<file path="src/rtl/tinycpu_ctrl.sv">
// rtl/tinycpu_ctrl.sv - tinycpu control unit: instruction phase FSM plus datapath strobe decode
// Strobes are combinational from (cs, ir, qtop) and are forced low while reset is high.
module tinycpu_ctrl (
  input  logic        clk,
  input  logic        reset,
  input  logic        run,
  input  logic [15:0] ir,
  input  logic [15:0] qtop,
  output logic [2:0]  cs,
  output logic        halted,
  output logic        pcinc,
  output logic        abus2pc,
  output logic        dbus2ir,
  output logic        push,
  output logic        pop,
  output logic        dbus2qtop,
  output logic        dbus2ram,
  output logic        dbus2obuf,
  output logic        pc2abus,
  output logic        ir2abus,
  output logic        ir2dbus,
  output logic        qtop2dbus,
  output logic        alu2dbus,
  output logic        ram2dbus,
  output logic        in2dbus
);

  typedef enum logic [2:0] {
    IDLE   = 3'd0,
    FETCHA = 3'd1,
    FETCHB = 3'd2,
    EXECA  = 3'd3,
    EXECB  = 3'd4
  } state_e;

  localparam logic [3:0] OP_PUSHI = 4'd1;
  localparam logic [3:0] OP_PUSH  = 4'd2;
  localparam logic [3:0] OP_POP   = 4'd3;
  localparam logic [3:0] OP_JMP   = 4'd4;
  localparam logic [3:0] OP_JZ    = 4'd5;
  localparam logic [3:0] OP_JNZ   = 4'd6;
  localparam logic [3:0] OP_IN    = 4'd13;
  localparam logic [3:0] OP_OUT   = 4'd14;
  localparam logic [3:0] OP_OP    = 4'd15;

  state_e     state_q;
  logic       halted_q;
  logic [3:0] opcode;
  logic       op_halts;
  logic       qtop_zero;
  logic       unused_ir;

  assign opcode    = ir[15:12];
  assign qtop_zero = (qtop == 16'h0000);
  assign unused_ir = ^{ir[11:5], ir[3:0]};

  // HALT and every unassigned opcode end the run.
  always_comb begin
    op_halts = 1'b1;
    case (opcode)
      OP_PUSHI, OP_PUSH, OP_POP, OP_JMP, OP_JZ, OP_JNZ,
      OP_IN, OP_OUT, OP_OP: op_halts = 1'b0;
      default:              op_halts = 1'b1;
    endcase
  end

  always_ff @(posedge clk) begin
    if (reset) begin
      state_q  <= IDLE;
      halted_q <= 1'b0;
    end else begin
      case (state_q)
        IDLE: begin
          if (run) begin
            state_q  <= FETCHA;
            halted_q <= 1'b0;
          end
        end
        FETCHA: state_q <= FETCHB;
        FETCHB: state_q <= EXECA;
        EXECA: begin
          if (opcode == OP_PUSH) begin
            state_q <= EXECB;
          end else if (op_halts) begin
            state_q  <= IDLE;
            halted_q <= 1'b1;
          end else begin
            state_q <= FETCHA;
          end
        end
        EXECB:   state_q <= FETCHA;
        default: state_q <= IDLE;
      endcase
    end
  end

  assign cs     = state_q;
  assign halted = halted_q;

  always_comb begin
    pcinc     = 1'b0;
    abus2pc   = 1'b0;
    dbus2ir   = 1'b0;
    push      = 1'b0;
    pop       = 1'b0;
    dbus2qtop = 1'b0;
    dbus2ram  = 1'b0;
    dbus2obuf = 1'b0;
    pc2abus   = 1'b0;
    ir2abus   = 1'b0;
    ir2dbus   = 1'b0;
    qtop2dbus = 1'b0;
    alu2dbus  = 1'b0;
    ram2dbus  = 1'b0;
    in2dbus   = 1'b0;
    if (!reset) begin
      case (state_q)
        FETCHA: begin
          pc2abus = 1'b1;
          pcinc   = 1'b1;
        end
        FETCHB: begin
          ram2dbus = 1'b1;
          dbus2ir  = 1'b1;
        end
        EXECA: begin
          case (opcode)
            OP_PUSHI: begin
              ir2dbus   = 1'b1;
              dbus2qtop = 1'b1;
              push      = 1'b1;
            end
            OP_PUSH: ir2abus = 1'b1;
            OP_POP: begin
              ir2abus   = 1'b1;
              qtop2dbus = 1'b1;
              dbus2ram  = 1'b1;
              pop       = 1'b1;
            end
            OP_JMP: begin
              ir2abus = 1'b1;
              abus2pc = 1'b1;
            end
            OP_JZ: begin
              pop     = 1'b1;
              ir2abus = qtop_zero;
              abus2pc = qtop_zero;
            end
            OP_JNZ: begin
              pop     = 1'b1;
              ir2abus = !qtop_zero;
              abus2pc = !qtop_zero;
            end
            OP_IN: begin
              in2dbus   = 1'b1;
              dbus2qtop = 1'b1;
              push      = 1'b1;
            end
            OP_OUT: begin
              qtop2dbus = 1'b1;
              dbus2obuf = 1'b1;
              pop       = 1'b1;
            end
            // ir[4] marks unary ALU ops that reuse the top slot without popping.
            OP_OP: begin
              alu2dbus  = 1'b1;
              dbus2qtop = 1'b1;
              pop       = !ir[4];
            end
            default: ;
          endcase
        end
        EXECB: begin
          ram2dbus  = 1'b1;
          dbus2qtop = 1'b1;
          push      = 1'b1;
        end
        default: ;
      endcase
    end
  end

endmodule
</file>
<file path="config.mk">
export PLATFORM = sky130hd
export DESIGN_NAME = tinycpu_ctrl
export DESIGN_NICKNAME = d
export VERILOG_FILES = /design/src/rtl/tinycpu_ctrl.sv
export SDC_FILE = /design/constraint.sdc
export NUM_CORES = 1
export LEC_CHECK = 0
export ABC_AREA = 1
export BUFFER_PORTS_ARGS = -buffer_cell sky130_fd_sc_hd__buf_2
export CORE_AREA = 10 10 49 51
export DETAILED_ROUTE_END_ITERATION = 10
export DIE_AREA = 0 0 59 61
export GPL_TIMING_DRIVEN = 0
export PLACE_DENSITY = 0.85
export REMOVE_ABC_BUFFERS = 1
export SLEW_MARGIN = 20
export SYNTH_ARGS = -nofsm -noshare
export SYNTH_HDL_FRONTEND = slang
export SYNTH_SLANG_ARGS = --single-unit
export TNS_END_PERCENT = 5
</file>
<file path="constraint.sdc">
create_clock -name clk -period 3.25 [get_ports clk]
set_input_delay 0.65 -clock clk [delete_from_list [all_inputs] [get_ports clk]]
set_output_delay 0.65 -clock clk [all_outputs]
set_load 0.1 [all_outputs]
</file>
==> results.ini, run 1 <==
[run_status]
outcome=finished clean

[clock_tree]
htree_num_levels=1
cts-hold-fix-buffers=0
clkSinkCount=4
cts_tree=yes
cts_buffer_depth=2
cts_buffers=3
worst_skew_pair.late_latency_ps=240
cts_resized=0
ctsRootBufferMaster=clkbuf_4
clk_pin_slew_ps=40
post_cts_buffers=0

[synth]
synth_compound_area_share_pct=7.64
synth_most_common_cell=nand2_1
synthAdderAreaFrac_pct=0
synth_cell_type_count=19
synth_mux_area_share_pct=0
ys_seq_elements=4
async_flop_share_pct=0
ys_top_cells_by_count=nand2_1 (27), nor2_1 (20), inv_1 (15), nand3_1 (8), nor2_2 (5)
syn_area_um2=524
synth-xor-area-share_pct=0
synth-simple-area-share_pct=62.3
synth-seq-area-share_pct=15.3
synth_top_area_share_pct=19.3
yosys_warnings=0
synth_top_family_by_area=simple AND/OR/NAND/NOR gates
synth_area_leader_cell=nand2_1
dominantRegCellSynth=dfxtp_1
avgSynthCellArea_um2=5.24
synth-edff-count=0
synth.area.top_cells=nand2_1 (19%), dfxtp_1 (15%), nor2_1 (14%), inv_1 (11%), nand3_1 (7.6%)
syn_inst=100

[floorplan]
start_util_pct=35.6
die_y_um=61
die_w_um=59
dieArea_um2=3600
coreArea_um2=1470
num_rows=14
ios=54

[timing]
max_slew_margin_pct=67.1
tightestPinTransition_ps=497
layout_min_cycle_time_ps=2440
slew_viol_final=0
setup_slack_ps=808
skew_ps=3.49
period_share_pct=75.1
clock.fmax_mhz=410
hold_violations=0
setup_viol_count_final=0
rsz0062_at_grt=false

[power]
power_frac_seq_pct=22.9
p_sw_w=0.000130
peakVddDrop_mv=0.220
p_per_area_nw_per_um2=333
combPwrFrac_pct=52.6
p_int_w=0.000127
power_frac_clock_pct=24.5
netSwitchingFraction_pct=50.5
leakage_nw=0.486

[finish]
syn_to_final_growth_pct=46.8
drive_above_1_share_pct=40.3
nets=181
fin_cells=160
design_area_um2=769
antenna_cells=0

[drt]
wl_per_cell_um=11.6
firstDrtPassIters=4
vias=747
antenna_left=0
drt-initial-drc-count=22
post-route-drc-count=0
drt-total-wl_um=1860
via_per_inst=4.67

[place]
place_area_um2=747
dp_cells=157
dpl.hpwl_um=1570
dp_slack_ps=803
portBuffers=42
gp_congestion=0.791

[global_routing]
grt_usage_pct=9.87
antenna_found_initial=0
grt_overflow_total=0
grt_pass1_wl_um=2950
grt_pass1_vias=700
grt_max_degree=9

[critical_path]
critPathKind=input pin to primary output
cp.arrival_ps=1790
cp-start-kind=input pin
crit_path_end_kind=primary output
crit_required_ps=2600
path_max_fanout=8

[job]
cap_violations=0

[hold_path]
hold_class=flop to flop

routing by layer:
layer / global-route usage, % / up-vias / part of all wire, % / wire length, um
met5: 0 / - / 0 / 0
met1: 9.52 / 317 / 36 / 662
li1: - / 396 / - / -
met2: 19.2 / 32 / 52 / 972
met3: 3.34 / 2 / 11 / 213
met4: 2.95 / 0 / 0.54 / 10
flip-flops by register name (all words and copies together), names as in the netlist:
name and count:
cs 3, halted 1
cell usage in the layout (no fill, tap or decap), drive strengths merged:
cell type / n
nand3: 9
a21oi: 4
nor3: 3
buf: 42
dfxtp: 4
nor2: 26
o211ai: 2
nor4: 1
nand2: 29
or2: 2
clkbuf: 3
inv: 18
o21ai: 1
per-stage QoR:
step | total power (W) | hold slack, ps | setup TNS, ps | utilization (%)
floorplan | 0.000160 | 719 | -7690 | -
global placement | 0.000190 | 495 | 0 | 50.8
detailed placement | 0.000193 | 501 | 0 | 50.8
CTS | 0.000256 | 510 | 0 | 52.3
global route | 0.000269 | 563 | 0 | 52.3
finish | 0.000256 | 509 | 0 | 52.3
critical path, stage by stage:
cell,delay [ps]
buf_2,130
nor2_2,150
nand2_4,110
inv_4,70
nand3_2,80
nor2_2,100
or2_1,90
buf_2,420
final timing paths:
path / from / to / slack [ps] / cells past startpoint
setup reg to reg: cs[2] / halted / 2020 / 9
hold / removal: halted / halted / 510 / 4
hold reg to reg: halted / halted / 510 / 4
setup / recovery: reset / qtop2dbus / 810 / 8
area by class of cell:
| type | count | area, um2 |
|---|---|---|
| clock buffers | 3 | 22.5 |
| fillers | 145 | 702 |
| inverters | 18 | 70.1 |
| multi-input cells | 77 | 367 |
| flip-flops and latches | 4 | 80.1 |
| well taps | 16 | 20.0 |
| repair buffers | 42 | 210 |
kinds of logic after synthesis:
kind of cell	count (synthesis)
DFF	4
and+or+nand+nor	70
buffers and inverters	19
AOI/OAI and AO/OA	7
power by group through the flow:
| stage | logic (W) | clock network, W | registers [W] |
|---|---|---|---|
| after floorplan | 0.0000681 | 0 | 0.0000922 |
| after global placement | 0.000130 | 0 | 0.0000594 |
| after detailed placement | 0.000134 | 0 | 0.0000596 |
| after CTS | 0.000135 | 0.0000625 | 0.0000587 |
| after global routing | 0.000145 | 0.0000646 | 0.0000595 |
| final | 0.000135 | 0.0000627 | 0.0000588 |
No activity file was read; power rests on OpenSTA's default activity.
==> run 2, diff against run 1 <==
CORE_AREA = 10 10 53 55   (was 10 10 49 51)
DIE_AREA = 0 0 63 65   (was 0 0 59 61)
PLACE_DENSITY = 0.75   (was 0.85)
clock period = 2.1 ns   (was 3.25 ns; I/O delays follow)
==> run 2 against run 1 <==
  * Worst hold slack worse by 75 ps
  * Setup slack worse by 680 ps
  * Critical path depth is 1 lower
  * Clock skew shrank 2.3 ps
  * Combinational power up 52%
  * Clock power up 45%
  * Die area grew 14%
  * Total power grew 51%
  * Sequential cell count unchanged
  * Register-to-register slack lost 1100 ps
  * Via count decreased by 1.1%
  * Sequential power grew 54%
  * Critical path type is now flop to primary output
==> results.ini, run 2 (synthesized netlist as in run 1, its figures left out) <==
[run_status]
outcome=finished clean

[place]
gp_congestion=0.767
portBuffers=42
dp_slack_ps=92.6
dpl.hpwl_um=1610

[critical_path]
cp-start-kind=flop
worstRegToRegCells=9
crit_path_end_kind=primary output
crit_required_ps=1680
r2r_slack_ps=970
cp.arrival_ps=1550
path_max_fanout=8
r2r-end=halted
r2r_start=cs[0]
critPathKind=flop to primary output

[finish]
layout_commonest_cell=buf_2
syn_to_final_growth_pct=54.4
antenna_cells=0
largest_reg_flops=3
drive_above_1_share_pct=40.3
nets=181
final_cell_mix=buf_2 (33), nand2_1 (27), nor2_1 (20)
final_util_pct=43.5

[global_routing]
antenna_found_initial=0
grt_usage_pct=8.63
grt_max_degree=9
grt_pass1_vias=749
grt_pass1_wl_um=3050
grt_overflow_total=0

[timing]
rsz0062_at_grt=true
slew_viol_final=0
max_slew_margin_pct=67.4
clock.fmax_mhz=507
setup_viol_count_final=0
tightestPinTransition_ps=493
setup_slack_ps=127
hold_ws_ps=433
period_share_pct=94.0
skew_ps=1.19
layout_min_cycle_time_ps=1970
hold_violations=0
tns_ps=0

[floorplan]
dieArea_um2=4100
die_y_um=65
num_rows=16
die_w_um=63
ios=54
coreArea_um2=1860
start_util_pct=28.2

[clock_tree]
post_cts_buffers=0
worst_skew_pair.late_latency_ps=230
ctsRootBufferMaster=clkbuf_4
clkSinkCount=4
htree_num_levels=1
cts_buffers=3
cts_tree=yes
clk_pin_slew_ps=30
cts-hold-fix-buffers=0
cts_buffer_depth=2
cts_resized=3

[power]
p_per_area_nw_per_um2=478
leakage_nw=0.482
p_total_w=0.000387
peakVddDrop_mv=0.355

[drt]
drt-total-wl_um=1780
antenna_left=0
wl_per_cell_um=10.4
firstDrtPassIters=4
post-route-drc-count=0
vias=739
drt-initial-drc-count=20
via_per_inst=4.32

[hold_path]
min_from=reset
hold_class=input pin to flop
holdPathEnd=cs[1]
hold_depth=2

[job]
cap_violations=0

==> run 2: cell count changes in the layout (fill, tap and decap cells not counted), sizes merged <==
cell	before	now
buf	42	36
clkbuf	3	9
==> run 2: area by class of cell <==
| cell class | instances | area, um2 |
|---|---|---|
| clock buffers | 3 | 22.5 |
| fillers | 217 | 1050 |
| inverters | 18 | 70.1 |
| multi-input cells | 77 | 367 |
| flip-flops and latches | 4 | 80.1 |
| well taps | 27 | 33.8 |
| repair buffers | 42 | 236 |
==> run 2: worst max-delay path, cell delays in order, from the launching register on <==
cell and delay [ps]:
dfxtp_1 420, inv_2 70, nor2_2 120, nand2_4 110, nor2_1 100, nand3_1 110
inv_1 60, clkbuf_4 320
==> run 2: through the flow <==
step / instances / area (um2)
final: 171 / 810
after global routing: 171 / 810
after CTS: 171 / 791
after detailed placement: 168 / 761
after global placement: 168 / 761
after floorplan: 99 / 517
==> run 2: metal layers <==
metal | GRT usage [%] | wire [um]
met1 | 10.3 | 801
met2 | 14.2 | 790
met3 | 2.58 | 183
met4 | 3.35 | 0
met5 | 0 | 0
==> run 2: worst max-delay path by stage <==
| stage | from | endpoint |
|---|---|---|
| after floorplan | cs[1] | qtop2dbus |
| after global placement | reset | qtop2dbus |
| after detailed placement | reset | qtop2dbus |
| after CTS | cs[0] | abus2pc |
| after global routing | cs[0] | dbus2qtop |
| final | cs[0] | abus2pc |
==> run 2: where the power goes <==
part | internal, W | leakage [nW] | total [W] | switching, W
Clock | 0.0000636 | 0.0138 | 0.0000908 | 0.0000272
Combinational | 0.0000490 | 0.435 | 0.000205 | 0.000156
Sequential | 0.0000838 | 0.0329 | 0.0000908 | 0.00000705
Total | 0.000196 | 0.482 | 0.000387 | 0.000190
